## src/rtl/n3l_pkg.sv

```systemverilog
// Shared types and constants for the half-shell cell-pair scheduler.
// Holds the Newton's-3rd-law neighbor offset table and the FSM state encoding.
package n3l_pkg;

   localparam int HALF_SHELL_N = 13;
   localparam int K_W          = 4;

   typedef enum logic [1:0] {
      IDLE,
      RUN,
      DONE
   } state_t;

   typedef struct packed {
      logic signed [1:0] dx;
      logic signed [1:0] dy;
      logic signed [1:0] dz;
   } shell_off_t;

   // Entry i holds offset k=i+1; 01=+1, 00=0, 11=-1; first nonzero component is always +1.
   localparam shell_off_t HALF_SHELL [HALF_SHELL_N] = '{
      6'b01_11_11,
      6'b01_00_11,
      6'b01_01_11,
      6'b01_11_00,
      6'b01_00_00,
      6'b01_01_00,
      6'b01_11_01,
      6'b01_00_01,
      6'b01_01_01,
      6'b00_01_11,
      6'b00_01_00,
      6'b00_01_01,
      6'b00_00_01
   };

   function automatic shell_off_t shell_offset(input logic [K_W-1:0] k);
      shell_off_t off;
      off = '0;
      if ((k != '0) && (k <= K_W'(HALF_SHELL_N))) begin
         off = HALF_SHELL[k - K_W'(1)];
      end
      return off;
   endfunction

endpackage

```

## src/rtl/n3l_wrap_step.sv

```systemverilog
// Periodic single-step coordinate update: c + d with d in {-1,0,+1}, wrapping inside [0, N-1].
// Uses compares instead of a modulo so no divider is inferred.
module n3l_wrap_step #(
   parameter int N = 3,
   parameter int W = 32
) (
   input  logic [W-1:0]      c_i,
   input  logic signed [1:0] d_i,
   output logic [W-1:0]      c_o
);

   localparam logic [W-1:0] MAX_C = W'(N - 1);

   always_comb begin
      c_o = c_i;
      if (d_i == 2'sb01) begin
         c_o = (c_i == MAX_C) ? '0 : c_i + W'(1);
      end else if (d_i == 2'sb11) begin
         c_o = (c_i == '0) ? MAX_C : c_i - W'(1);
      end
   end

endmodule

```

## src/rtl/n3l_pair_scheduler.sv

```systemverilog
// Walks every reference cell of the periodic N^3 universe and streams (ref, nbr) half-shell pairs.
// All pair outputs are registered; the next pair is precomputed from next-state counters.
module n3l_pair_scheduler
   import n3l_pkg::*;
#(
   parameter int UNIVERSE_SIZE = 3,
   parameter int CELL_W        = 32,
   parameter bit INCLUDE_HOME  = 1'b1
) (
   input  logic              clk,
   input  logic              rst,
   input  logic              start,
   output logic              busy,
   output logic              done,
   output logic              pair_valid,
   input  logic              pair_ready,
   output logic [CELL_W-1:0] pair_ref_cell,
   output logic [CELL_W-1:0] pair_nbr_cell,
   output logic              pair_home,
   output logic              pair_last
);

   localparam logic [CELL_W-1:0] N_C     = CELL_W'(UNIVERSE_SIZE);
   localparam logic [CELL_W-1:0] NN_C    = CELL_W'(UNIVERSE_SIZE * UNIVERSE_SIZE);
   localparam logic [CELL_W-1:0] MAX_C   = CELL_W'(UNIVERSE_SIZE - 1);
   localparam logic [CELL_W-1:0] ONE_C   = CELL_W'(1);
   localparam logic [K_W-1:0]    K_FIRST = K_W'(INCLUDE_HOME ? 0 : 1);
   localparam logic [K_W-1:0]    K_LAST  = K_W'(HALF_SHELL_N);

   state_t            state_q, state_d;
   logic [CELL_W-1:0] x_q, x_d;
   logic [CELL_W-1:0] y_q, y_d;
   logic [CELL_W-1:0] z_q, z_d;
   logic [K_W-1:0]    k_q, k_d;

   logic              valid_q, done_q, home_q, last_q;
   logic [CELL_W-1:0] ref_q, nbr_q;

   logic              hs;
   shell_off_t        off_d;
   logic [CELL_W-1:0] nx, ny, nz;
   logic [CELL_W-1:0] ref_d, nbr_d;
   logic              home_d, last_d;

   assign hs = valid_q & pair_ready;

   always_comb begin
      state_d = state_q;
      x_d     = x_q;
      y_d     = y_q;
      z_d     = z_q;
      k_d     = k_q;
      unique case (state_q)
         IDLE: begin
            if (start) begin
               state_d = RUN;
               x_d     = '0;
               y_d     = '0;
               z_d     = '0;
               k_d     = K_FIRST;
            end
         end
         RUN: begin
            if (hs) begin
               if (last_q) begin
                  state_d = DONE;
               end else if (k_q == K_LAST) begin
                  // Offset list exhausted: move to the next reference cell, x fastest.
                  k_d = K_FIRST;
                  if (x_q == MAX_C) begin
                     x_d = '0;
                     if (y_q == MAX_C) begin
                        y_d = '0;
                        z_d = z_q + ONE_C;
                     end else begin
                        y_d = y_q + ONE_C;
                     end
                  end else begin
                     x_d = x_q + ONE_C;
                  end
               end else begin
                  k_d = k_q + K_W'(1);
               end
            end
         end
         DONE: state_d = IDLE;
         default: state_d = IDLE;
      endcase
   end

   assign off_d = shell_offset(k_d);

   n3l_wrap_step #(.N(UNIVERSE_SIZE), .W(CELL_W)) u_wrap_x (
      .c_i (x_d),
      .d_i (off_d.dx),
      .c_o (nx)
   );

   n3l_wrap_step #(.N(UNIVERSE_SIZE), .W(CELL_W)) u_wrap_y (
      .c_i (y_d),
      .d_i (off_d.dy),
      .c_o (ny)
   );

   n3l_wrap_step #(.N(UNIVERSE_SIZE), .W(CELL_W)) u_wrap_z (
      .c_i (z_d),
      .d_i (off_d.dz),
      .c_o (nz)
   );

   assign ref_d  = x_d + N_C * y_d + NN_C * z_d;
   assign nbr_d  = nx + N_C * ny + NN_C * nz;
   assign home_d = (k_d == '0);
   assign last_d = (x_d == MAX_C) && (y_d == MAX_C) && (z_d == MAX_C) && (k_d == K_LAST);

   always_ff @(posedge clk) begin
      if (rst) begin
         state_q <= IDLE;
         x_q     <= '0;
         y_q     <= '0;
         z_q     <= '0;
         k_q     <= '0;
         valid_q <= 1'b0;
         done_q  <= 1'b0;
         home_q  <= 1'b0;
         last_q  <= 1'b0;
         ref_q   <= '0;
         nbr_q   <= '0;
      end else begin
         state_q <= state_d;
         x_q     <= x_d;
         y_q     <= y_d;
         z_q     <= z_d;
         k_q     <= k_d;
         valid_q <= (state_d == RUN);
         done_q  <= (state_d == DONE);
         // Stalled cycles recompute the same pair from unchanged counters, so fields hold.
         if (state_d == RUN) begin
            ref_q  <= ref_d;
            nbr_q  <= nbr_d;
            home_q <= home_d;
            last_q <= last_d;
         end else begin
            ref_q  <= '0;
            nbr_q  <= '0;
            home_q <= 1'b0;
            last_q <= 1'b0;
         end
      end
   end

   assign busy          = valid_q;
   assign done          = done_q;
   assign pair_valid    = valid_q;
   assign pair_ref_cell = ref_q;
   assign pair_nbr_cell = nbr_q;
   assign pair_home     = home_q;
   assign pair_last     = last_q;

endmodule

```

## config.mk

```make
export PLATFORM = sky130hd
export DESIGN_NAME = n3l_pair_scheduler
export DESIGN_NICKNAME = d
export VERILOG_FILES = /design/src/rtl/n3l_pkg.sv /design/src/rtl/n3l_wrap_step.sv /design/src/rtl/n3l_pair_scheduler.sv
export SDC_FILE = /design/constraint.sdc
export NUM_CORES = 1
export LEC_CHECK = 0
export CORE_MARGIN = 2
export CORE_UTILIZATION = 55
export CTS_CLUSTER_DIAMETER = 150
export DETAILED_ROUTE_END_ITERATION = 12
export DONT_BUFFER_PORTS = 1
export GPL_TIMING_DRIVEN = 0
export PLACE_DENSITY = 0.7
export SYNTH_ARGS = -nofsm -noshare
export SYNTH_HDL_FRONTEND = slang
export SYNTH_SLANG_ARGS = --single-unit
export TNS_END_PERCENT = 50
```

## constraint.sdc

```tcl
create_clock -name clk -period 18.74 [get_ports clk]
set_input_delay 4.685 -clock clk [delete_from_list [all_inputs] [get_ports clk]]
set_output_delay 4.685 -clock clk [all_outputs]
set_load 0.03 [all_outputs]
```

==> results of run 1 <==
-- sequential cells by signal, summed over array words and instances, names as in the netlist --
name	count
pair_nbr_cell	32
pair_ref_cell	32
x_q	32
y_q	32
z_q	32
k_q	4
state_q	2
busy	1
done	1
pair_home	1
pair_last	1
-- stage by stage --
step | power (W) | cells | hold slack, ns
finish | 0.000841 | 3425 | 0.629
global placement | 0.000439 | 3390 | 0.592
global route | 0.000849 | 3425 | 0.687
detailed placement | 0.000439 | 3393 | 0.607
floorplan | 0.000407 | 2865 | 0.560
CTS | 0.000832 | 3425 | 0.618
-- critical path: cells and delay by family --
family	cells	cell delay (ns)
buf+inv	7	2.51
fa+ha+maj	6	2.46
simple gates	11	3.11
compound gates	15	5.85
-- how the worst max path moves through the flow --
stage          startpoint           endpoint  slack (ns)  cells after the start
5_1_grt        pair_ready  pair_nbr_cell[31]        0.41                     38
4_1_cts        pair_ready  pair_nbr_cell[31]        1.47                     39
3_5_place_dp   pair_ready  pair_nbr_cell[31]        0.99                     39
2_1_floorplan  pair_ready  pair_nbr_cell[31]        5.47                     40
6_report       pair_ready  pair_nbr_cell[31]        0.52                     39
3_3_place_gp        start  pair_nbr_cell[31]        0.73                     38
-- cells by family after synthesis --
family,share of synthesized area
buffers and inverters,0.0885
XOR/XNOR,0.0405
multiplexers,0.0196
flip-flops,0.153
AO/OA/AOI/OAI,0.174
adder cells (fa/ha/maj),0.280
AND/OR/NAND/NOR,0.245
-- layout by cell type, fill, tap and decap left out, types with 81 or more instances in the layout --
cell | Yosys | layout
fa_1 | 167 | 167
inv_1 | 399 | 399
nand3_1 | 95 | 95
o21ai_0 | 129 | 129
nor2_1 | 303 | 303
dfxtp_1 | 170 | 170
nor3_1 | 81 | 81
ha_1 | 231 | 231
nand2_1 | 212 | 212
a21oi_1 | 114 | 114
-- routing by layer --
metal / GRT usage / wire length, µm / vias to the layer above
met5: 0 / 37 / -
met4: 0.281 / 6490 / 4
met3: 0.106 / 10100 / 315
met2: 0.681 / 40500 / 1505
met1: 0.585 / 37200 / 11300
li1: - / - / 9990
-- power groups by stage --
stage                     Sequential (W)  Combinational [W]  Clock (W)
final                           0.000364          0.0000723   0.000405
after global routing            0.000364          0.0000732   0.000412
after CTS                       0.000364          0.0000675   0.000401
after detailed placement        0.000372          0.0000672          0
after global placement          0.000372          0.0000665          0
after floorplan                 0.000372          0.0000347          0
-- cell type report --
type	count	area, µm²	share of cell area
plain buffers	105	458	0.0194
clock inverters	15	188	0.00794
clock buffers	17	425	0.0180
repair buffers	3	26.3	0.00111
multi-input cells	2186	17000	0.718
inverters	404	1520	0.0642
flip-flops and latches	170	3400	0.144
well taps	525	657	0.0278
==> results.md, run 1 <==
* IR drop worst, VDD at 62.8 µV
* Initial Utilization at 0.559
* Placed inst area at 23,000 µm²
* Post-detailed-route count of antenna-violating nets at 0
* Net Sw Power at roughly 0.00025 W
* Post-synthesis register bit count at between 150 and 200
* Hold Path Class: flip-flop to flip-flop
* Worst setup EP type: flip-flop
* Fmax at 54.9 MHz
* Slowest-stage cell, CP: o21ai_1
* Pre-antenna DRT Iters at 6
* Dominant cell type by area after synthesis: dfxtp_1
* Hold buffers post-CTS at 0
* Internal reg-to-reg setup slack at 3.74 ns
* Reg power frac at 0.433
* IO buf count at 0
* Vias at 23,100
* Root buf cell: clkbuf_16
* Fillers at 3,633
* Crit path max fanout at 10
* P_int at about 0.00059 W
* H-tree lvl count at 4
* Worst hold path depth at 3
* Final net count at ~3,300
* Leak at between 10 and 15 nW
* Number of buffers created by CTS at 17
* Rows at 73
* Power Density at around 36 nW/µm²
* Fraction of layout instances using a drive strength above 1 at 0.0514
* Asr flop ratio synth at 0
* Worst Skew at around 0.014 ns
* Count leader, synth: inv_1
* Post-CTS setup buffer count at 0
* Core area at 39,900 µm²
* Die X at between 200 and 250 µm
* WL/cell at 27.6 µm
* RSZ-0062 raised after global routing: no
* N_diodes at 0
* Switching Fraction at 0.302
* Post-route worst setup slack at between 0.5 and 0.6 ns
* Initial detailed-routing violation count at between 3,000 and 4,000
* Clock sinks at 170
* Vert. Die Dim at 205 µm
* Final hold vios at 0
* Die Footprint at approximately 42,000 µm²
* Worst-Skew Late Latency at 0.53 ns
* WHS Endpoint: z_q[30]
* Area grow syn2layout at 5.95%
* Vias per cell at between 6 and 7
* DP Wirelength at around 76,000 µm
* Critical R2R Capture: pair_nbr_cell[31]
* Post-synth EDFFs at 0
* First-pass GRT wire length at ~140,000 µm
* Final RePlAce weighted congestion at about 1.0
* Initial antenna violation count at 1
* Routed wire length at 94,400 µm
* Tmin final at approximately 18 ns
* Syn nets at ~3,300
* Required @ worst endpoint at about 19 ns
* Combinational Power Share at 0.086
* Clock power share at 0.481
* Fin. max-slew vios at 0
* Maximum root-to-sink buffer count at 2
* CTS tree: yes
* Sequential-to-total area share from yosys stat at 0.153
* Post-synth top area share at 0.153
* Hold Path Origin: z_q[30]
* CP Launch Type: input port
* Main synth FF type: dfxtp_1
* Fin crit share at 0.972
* Design Area, Final at between 20,000 and 25,000 µm²
* Max-cap violations at 1
* Clk slew on worst S/H paths at approximately 0.08 ns
* Synth Cell Area at 22,300 µm²
* Slew Limit Headroom at 0.00354
* Final setup fails at 0
* Global route overflow at 0
* Reg2reg start: state_q[0]
* Final core utilization at 0.592
* CTS resizes at 0
* Largest net degree at the start of global routing at 17
* CP Class: input port to flip-flop
* Vias in the first global route at 22,200
* Status: complete, but fails checks
* Worst-case reg-to-reg path depth at 40
* GRT Resource Usage Total at 0.452
* Worst Tran Pin Value at 1.48 ns
* CP arrival at 18.68 ns
* Pre-CTS WS at 0.992 ns
* Top Ports at 73
* Slowest stage delay, CP at just under 1 ns
* Sum Neg Setup Slack at 0 ns
* Yosys warning total at 0
* Avg Inst Size Synth at 7.78 µm²
* Post-synth cell types at slightly above 100
* Synth top cells by count: 399 x inv_1, 303 x nor2_1, 231 x ha_1
* DRC at 0
* Failing checks: max-capacitance violations
* Post-Synthesis Cells at between 2,000 and 3,000
* Synth area leaders: dfxtp_1 15%, fa_1 15%, ha_1 13%
(Power assumes the default switching activity.)
==> inputs of run 2 (changes only) <==
--- a/config.mk
+++ b/config.mk
@@ -12,6 +12,7 @@
 export DONT_BUFFER_PORTS = 1
 export GPL_TIMING_DRIVEN = 0
 export PLACE_DENSITY = 0.7
+export SLEW_MARGIN = 20
 export SYNTH_ARGS = -nofsm -noshare
 export SYNTH_HDL_FRONTEND = slang
 export SYNTH_SLANG_ARGS = --single-unit
==> results.md, run 2 (same netlist as run 1, synthesis figures left out) <==
* Reg2reg start: pair_last
* Non-filler instance count after layout at 3,429
* Final hold vios at 0
* WHS Endpoint: z_q[30]
* Root buf cell: clkbuf_16
* Status: finished clean
* Largest net degree at the start of global routing at 17
* Most common cell after layout, fill and taps aside: inv_1
* Fmax at between 50 and 60 MHz
* Slowest stage delay, CP at between 0.9 and 1 ns
* Die Footprint at ~42,000 µm²
* Placed cells at 3,397
* Leak at roughly 11 nW
* Post-CTS setup buffer count at 0
* Worst Tran Pin Value at between 1 and 1.5 ns
* Number of buffers created by CTS at 17
* Vert. Die Dim at 205 µm
* Fin crit share at 0.965
* Maximum root-to-sink buffer count at 2
* IR drop worst, VDD at 58.8 µV
* Storage element area at about 3400 µm²
* First-pass GRT wire length at around 140,000 µm
* CP arrival at ~18 ns
* Core area at around 40,000 µm²
* Pre-antenna DRT Iters at 6
* Top Ports at 73
* Worst-Skew Late Latency at 0.53 ns
* Initial Utilization at 0.559
* Tmin final at approximately 18 ns
* Vias at roughly 23,000
* WL/cell at around 28 µm
* Rows at 73
* Routed wire length at ~94,000 µm
* Vias per cell at roughly 6.7
* CTS tree: yes
* RSZ-0062 raised after global routing: no
* CP Class: input port to flip-flop
* Fillers at about 3,600
* Initial detailed-routing violation count at between 2,000 and 3,000
* Hold Path Class: flip-flop to flip-flop
* H-tree lvl count at 4
* Fin. max-slew vios at 0
* Post-detailed-route count of antenna-violating nets at 0
* Hold buffers post-CTS at 0
* IO buf count at 0
* Slew Limit Headroom at 0.164
* DRC at 0
* Final net count at roughly 3,300
* Clk slew on worst S/H paths at around 0.080 ns
* Pre-CTS WS at 1.03 ns
* Post-route worst setup slack at ~0.65 ns
* Worst setup EP type: flip-flop
* Final setup fails at 0
* Critical R2R Capture: pair_nbr_cell[31]
* Max-cap violations at 0
* Area grow syn2layout at 5.96%
* Crit path max fanout at 10
* Critical path origin: pair_ready
* Worst hold path depth at 3
* Fraction of layout instances using a drive strength above 1 at 0.0548
* Worst Skew at between 0.015 and 0.02 ns
* Global route overflow at 0
* Most frequent cells in the layout: 399 x inv_1, 302 x nor2_1, 231 x ha_1
* Multi-input gate area at 17,000 µm²
* Vias in the first global route at between 20,000 and 25,000
* Final RePlAce weighted congestion at roughly 1.0
* N_diodes at 0
* CTS resizes at 0
* Power Density at between 30 and 40 nW/µm²
* Required @ worst endpoint at 19.14 ns
* Sum Neg Setup Slack at 0 ns
* Internal reg-to-reg setup slack at around 4.0 ns
* GRT Resource Usage Total at 0.451
* Clock sinks at between 150 and 200
* Hold Path Origin: z_q[30]
* DP Wirelength at approximately 76,000 µm
* Die X at just over 200 µm
* CP Launch Type: input port
* Slowest-stage cell, CP: o21ai_1
* Initial antenna violation count at 2
* Worst-case reg-to-reg path depth at 39
[run 2: layout make-up]
type	count	area share
Multi-Input combinational cell	2186	0.719
Sequential cell	170	0.144
Inverter	404	0.0642
Tap cell	525	0.0278
Clock buffer	18	0.0186
Clock inverter	14	0.00529
Buffer	105	0.0194
Timing Repair Buffer	7	0.00196
[run 2: stage by stage]
stage / area [µm²] / total power (W) / hold WS [ns] / util
6_report: 23600 / 0.000808 / 0.625 / 0.592
5_1_grt: 23600 / 0.000819 / 0.670 / 0.592
4_1_cts: 23600 / 0.000797 / 0.621 / 0.592
3_5_place_dp: 23100 / 0.000440 / 0.606 / 0.578
3_3_place_gp: 23000 / 0.000439 / 0.592 / 0.575
2_1_floorplan: 22300 / 0.000407 / 0.560 / -
[run 2: power breakdown]
group / switching, W / leakage, nW / total [W] / internal, W
combinational: 0.0000599 / 9.67 / 0.0000726 / 0.0000127
clock: 0.000185 / 0.277 / 0.000371 / 0.000186
sequential: 0.00000197 / 1.37 / 0.000364 / 0.000362
[run 2: metal layers]
metal | wire [µm] | part of all wire | GRT usage
met5 | 23 | 0.00024 | 0
met3 | 11000 | 0.12 | 0.128
met2 | 40600 | 0.43 | 0.680
met4 | 6250 | 0.066 | 0.272
met1 | 36500 | 0.39 | 0.572
[run 2: critical path, delay by kind of cell]
family | cells | cell delay (ns)
buffers and inverters | 7 | 2.54
AO/OA/AOI/OAI | 13 | 5.41
AND/OR/NAND/NOR | 13 | 3.34
adder cells (fa/ha/maj) | 6 | 2.45
[run 2: how the worst max path moves through the flow]
stage / depth (start not counted) / slack (ns) / endpoint
finish: 39 / 0.65 / pair_nbr_cell[31]
global route: 38 / 0.43 / pair_nbr_cell[31]
CTS: 38 / 1.48 / pair_nbr_cell[31]
detailed placement: 38 / 1.03 / pair_nbr_cell[31]
global placement: 38 / 0.73 / pair_nbr_cell[31]
floorplan: 40 / 5.47 / pair_nbr_cell[31]
